File: src/rtl/uart_rx.sv
// 8-bit UART receiver, start/8 data LSB-first/[even parity]/stop, 2-flop input synchronizer.
// Optional parity checking is compiled in with `define UART_RX_PARITY_EN.
module uart_rx #(
   parameter int unsigned CLKS_PER_BIT = 16
) (
   input  logic       clk,
   input  logic       rst,
   input  logic       rx,
   output logic [7:0] data,
   output logic       valid,
   output logic       frame_err,
   output logic       parity_err,
   output logic       busy
);

   localparam int unsigned TW = (CLKS_PER_BIT > 1) ? $clog2(CLKS_PER_BIT) : 1;
   localparam logic [TW-1:0] HALF_LAST = TW'(CLKS_PER_BIT / 2 - 1);
   localparam logic [TW-1:0] FULL_LAST = TW'(CLKS_PER_BIT - 1);

   typedef enum logic [2:0] {
      IDLE,
      START,
      DATA,
`ifdef UART_RX_PARITY_EN
      PARITY,
`endif
      STOP,
      WAIT_HIGH
   } state_t;

   state_t          state, state_nxt;
   logic            rx_meta, rx_s;
   logic [TW-1:0]   timer, timer_nxt;
   logic [2:0]      bit_idx, idx_nxt;
   logic [7:0]      shift, shift_nxt;
   logic [7:0]      data_nxt;
   logic            valid_nxt, ferr_nxt, perr_nxt;
   logic            tick_half, tick_full;
   logic            parity_ok;

   assign tick_half = (timer == HALF_LAST);
   assign tick_full = (timer == FULL_LAST);

   // Input synchronizer; idles high so reset does not look like a start bit
   always_ff @(posedge clk or posedge rst) begin
      if (rst) begin
         rx_meta <= 1'b1;
         rx_s    <= 1'b1;
      end else begin
         rx_meta <= rx;
         rx_s    <= rx_meta;
      end
   end

`ifdef UART_RX_PARITY_EN
   logic parity_bit, par_nxt;
   assign parity_ok = ~(^shift ^ parity_bit);
`else
   assign parity_ok  = 1'b1;
   assign parity_err = 1'b0;
`endif

   // State register
   always_ff @(posedge clk or posedge rst) begin
      if (rst) state <= IDLE;
      else     state <= state_nxt;
   end

   // Next-state logic
   always_comb begin
      state_nxt = state;
      case (state)
         IDLE:      if (!rx_s) state_nxt = START;
         START:     if (tick_half) state_nxt = rx_s ? IDLE : DATA;
         DATA: begin
            if (tick_full && bit_idx == 3'd7) begin
`ifdef UART_RX_PARITY_EN
               state_nxt = PARITY;
`else
               state_nxt = STOP;
`endif
            end
         end
`ifdef UART_RX_PARITY_EN
         PARITY:    if (tick_full) state_nxt = STOP;
`endif
         STOP:      if (tick_full) state_nxt = rx_s ? IDLE : WAIT_HIGH;
         WAIT_HIGH: if (rx_s) state_nxt = IDLE;
         default:   state_nxt = IDLE;
      endcase
   end

   // Datapath and output next values
   always_comb begin
      timer_nxt = timer + TW'(1);
      idx_nxt   = bit_idx;
      shift_nxt = shift;
      data_nxt  = data;
      valid_nxt = 1'b0;
      ferr_nxt  = 1'b0;
      perr_nxt  = 1'b0;
`ifdef UART_RX_PARITY_EN
      par_nxt   = parity_bit;
`endif
      case (state)
         IDLE: begin
            timer_nxt = '0;
            idx_nxt   = 3'd0;
         end
         START: begin
            if (tick_half) begin
               timer_nxt = '0;
               idx_nxt   = 3'd0;
            end
         end
         DATA: begin
            if (tick_full) begin
               timer_nxt          = '0;
               shift_nxt[bit_idx] = rx_s;
               idx_nxt            = bit_idx + 3'd1;
            end
         end
`ifdef UART_RX_PARITY_EN
         PARITY: begin
            if (tick_full) begin
               timer_nxt = '0;
               par_nxt   = rx_s;
            end
         end
`endif
         STOP: begin
            if (tick_full) begin
               timer_nxt = '0;
               if (!rx_s) begin
                  ferr_nxt = 1'b1;
               end else if (!parity_ok) begin
                  perr_nxt = 1'b1;
               end else begin
                  data_nxt  = shift;
                  valid_nxt = 1'b1;
               end
            end
         end
         default: timer_nxt = '0;
      endcase
   end

   // Datapath and output registers
   always_ff @(posedge clk or posedge rst) begin
      if (rst) begin
         timer     <= '0;
         bit_idx   <= 3'd0;
         shift     <= 8'h00;
         data      <= 8'h00;
         valid     <= 1'b0;
         frame_err <= 1'b0;
         busy      <= 1'b0;
      end else begin
         timer     <= timer_nxt;
         bit_idx   <= idx_nxt;
         shift     <= shift_nxt;
         data      <= data_nxt;
         valid     <= valid_nxt;
         frame_err <= ferr_nxt;
         busy      <= (state_nxt != IDLE);
      end
   end

`ifdef UART_RX_PARITY_EN
   always_ff @(posedge clk or posedge rst) begin
      if (rst) begin
         parity_bit <= 1'b0;
         parity_err <= 1'b0;
      end else begin
         parity_bit <= par_nxt;
         parity_err <= perr_nxt;
      end
   end
`endif

endmodule

File: config.mk
export PLATFORM = sky130hd
export DESIGN_NAME = uart_rx
export DESIGN_NICKNAME = d
export VERILOG_FILES = /design/src/rtl/uart_rx.sv
export SDC_FILE = /design/constraint.sdc
export NUM_CORES = 1
export LEC_CHECK = 0
export ABC_AREA = 1
export CAP_MARGIN = 5
export CORE_UTILIZATION = 41
export CTS_BUF_LIST = sky130_fd_sc_hd__clkbuf_4 sky130_fd_sc_hd__clkbuf_8 sky130_fd_sc_hd__clkbuf_16
export DETAILED_ROUTE_END_ITERATION = 12
export PLACE_DENSITY = 0.7
export SYNTH_ARGS = -nofsm -noshare
export SYNTH_HDL_FRONTEND = slang
export SYNTH_SLANG_ARGS = --single-unit
export TNS_END_PERCENT = 50
File: constraint.sdc
create_clock -name clk -period 3.4 [get_ports clk]
set_clock_uncertainty 0.1 [all_clocks]
set_input_delay 0.85 -clock clk [delete_from_list [all_inputs] [get_ports clk]]
set_output_delay 0.85 -clock clk [all_outputs]
set_load 0.05 [all_outputs]
==> impl_metrics.yaml <==
outcome:
  status: "completed"
synth:
  ys.flop_type: "dfrtp_1"
  yosys_register_bits: 31
  synthArstFlopShare_pct: 100
  synth_nets: 165
  synth.avg_cell_area_um2: 9.08
  ys_types: 26
  synth_top_area_cell: "dfrtp_1"
  ys_seq_area_share_pct: 53.9
  netlist_area_mm2: 0.00144
  synth_top_area_share_pct: 50.3
  synth_edf_count: 0
  syn_inst: 159
  synthTopCellsByArea: "dfrtp_1 (50%), nand2_1 (13%), nand3_1 (4.2%)"
  yosys_warnings: 0
sta:
  rsz0062_at_grt: "false"
  hold_viol: 0
  relSlewSlack_pct: 66.2
  report.final.slew_viol_count: 0
  finalCritPeriodShare_pct: 72.3
  finalSetupTns_ns: 0
  worstMarginPinSlew_ns: 0.505
  setup_viol: 0
  fin_crit_ns: 2.46
  max_freq_ghz: 0.407
clock_tree:
  cts_hold_buffers: 0
  clock_path_buffers: 2
  tritoncts: "yes"
  post_cts.repair.setup_buffers: 0
  cts_htree_levels: 2
  cts_root_buf: "clkbuf_4"
  cts_resized: 0
  clk_pin_slew_ns: 0.09
  clk_latency_ns: 0.33
  clock_sinks: 31
  cts_buffers: 5
detailed_routing:
  viasPerCell: 4.67
  vias: 1046
  drt_drc_violations_left: 0
  wl_per_cell_um: 10.4
  antenna_left: 0
  drt-initial-drc-count: 21
  drt_pass1_iterations: 4
  wirelength_um: 2340
placement:
  post-dp-hpwl_um: 1730
  port_buffers: 13
  placed_area_mm2: 0.00162
  place_inst: 217
  routabilityCongestion: 0.834
final_layout:
  instances_no_fill: 224
  fin_nets: 184
  final_area_mm2: 0.00168
  syn_to_final_growth_pct: 16.4
  drive_gt1_share_pct: 16.9
  n_antenna_cell: 0
global_routing:
  grt_pass1_wl_um: 3910
  grt_max_degree: 32
  antenna_found_initial: 0
  gr-total-overflow: 0
  grt_usage_pct: 15.0
  grt_pass1_vias: 904
critical_path:
  worst_path_max_delay_cell: "clkdlybuf4s50_1"
  critPathCaptureType: "output port"
  crit_fanout: 2
  critPathTopFamily: "buffers and inverters"
  path_cells: "clkdlybuf4s50_1"
  worstPathArrival_ns: 1.51
  worstSetupPathType: "reg -> out"
  worstPathRequired_ns: 2.45
  reg2regPathDepth: 6
  path_depth: 1
  critPathBufInv: 1
  cpPeakStageDelay_ns: 0.81
  startpoint_type: "register"
die:
  die_y_um: 61.3
  num_rows: 21
  die_area_mm2: 0.00376
  initial_core_util_pct: 42.9
  core-area_mm2: 0.00336
  io_pins: 15
  die_x_um: 61.3
min_path:
  hold_path_class: "reg -> reg"
  hold_depth: 0
power_and_ir_drop:
  ir_drop_uv: 216
  pwr_density_cell_mw_per_mm2: 515
  p_leak_uw: 0.000849
run:
  maxCapViolCount: 0
synthesized netlist by cell type (3+ instances only):
| master | count |
|---|---|
| a21oi_1 | 3 |
| nor2_1 | 11 |
| nand2_2 | 3 |
| inv_1 | 12 |
| o21ai_1 | 8 |
| dfrtp_1 | 29 |
| nand3_2 | 3 |
| nor2_2 | 3 |
| ha_1 | 3 |
| nand3_1 | 12 |
| inv_2 | 3 |
| nand2_1 | 51 |
metal layers:
layer | vias to the layer above | share of wire (%) | GRT usage [%]
li1 | 544 | - | -
met1 | 473 | 44 | 17.1
met2 | 23 | 48 | 23.9
met4 | 0 | 2.3 | 7.62
met5 | - | 0 | 0
met3 | 6 | 5.6 | 6.93
flip-flops by register name (all words and copies together) (netlist names):
signal	cells
rx_meta	1
rx_s	1
busy	1
timer	4
state	3
bit_idx	3
frame_err	1
valid	1
data	8
shift	8
cells in the final DEF, fill, tap and decap left out, types with 5 or more instances in the layout:
cell / synthesis / layout
clkbuf_4: 0 / 5
clkdlybuf4s50_1: 0 / 13
dfrtp_1: 29 / 29
inv_1: 12 / 12
nand2_1: 51 / 51
nand3_1: 12 / 12
nor2_1: 11 / 11
o21ai_1: 8 / 8
per-stage QoR:
stage	hold WS, ns	total power (µW)	setup slack, ns	util, %
6_report	0.260	866	0.943	50.0
5_1_grt	0.267	925	0.884	50.0
4_1_cts	0.261	877	0.925	50.0
3_5_place_dp	0.248	662	1.30	48.3
3_3_place_gp	0.245	652	1.33	48.3
2_1_floorplan	0.245	613	1.79	-
path summary, 6_finish.rpt:
kind / start / to / slack [ns]
min in group asynchronous: rst / shift[1] / 0.79
min reg2reg: rx_meta / rx_s / 0.26
max: data[2] / data[2] / 0.94
max reg2reg: timer[0] / shift[4] / 1.93
max in group asynchronous: rst / rx_s / 2.09
min: rx_meta / rx_s / 0.26
report_power, final:
part / internal, µW / leakage [µW] / total (µW) / switching (µW)
Sequential: 403 / 0.000416 / 437 / 33.7
Clock: 95.5 / 0.0000341 / 213 / 117
Combinational: 70.7 / 0.000399 / 216 / 146
Total: 569 / 0.000849 / 866 / 297
kinds of logic after synthesis:
logic type / count (synthesis) / synth area share, %
xor+xnor: 1 / 0.607
fa+ha+maj: 3 / 2.60
buf+inv: 19 / 5.81
flops: 31 / 53.9
other cells: 1 / 0.260
compound gates: 12 / 4.16
simple gates: 92 / 32.7
cell type report:
class                      count  area (µm²)
timing repair buffer          14         138
tap                           46        57.6
multi-input combinational    109         582
clock inverter                 1        5.00
inverter                      17        68.8
fill                         337        1680
sequential                    31         778
clock buffer                   6        51.3
Note: power is estimated with default switching activity, not from simulation.
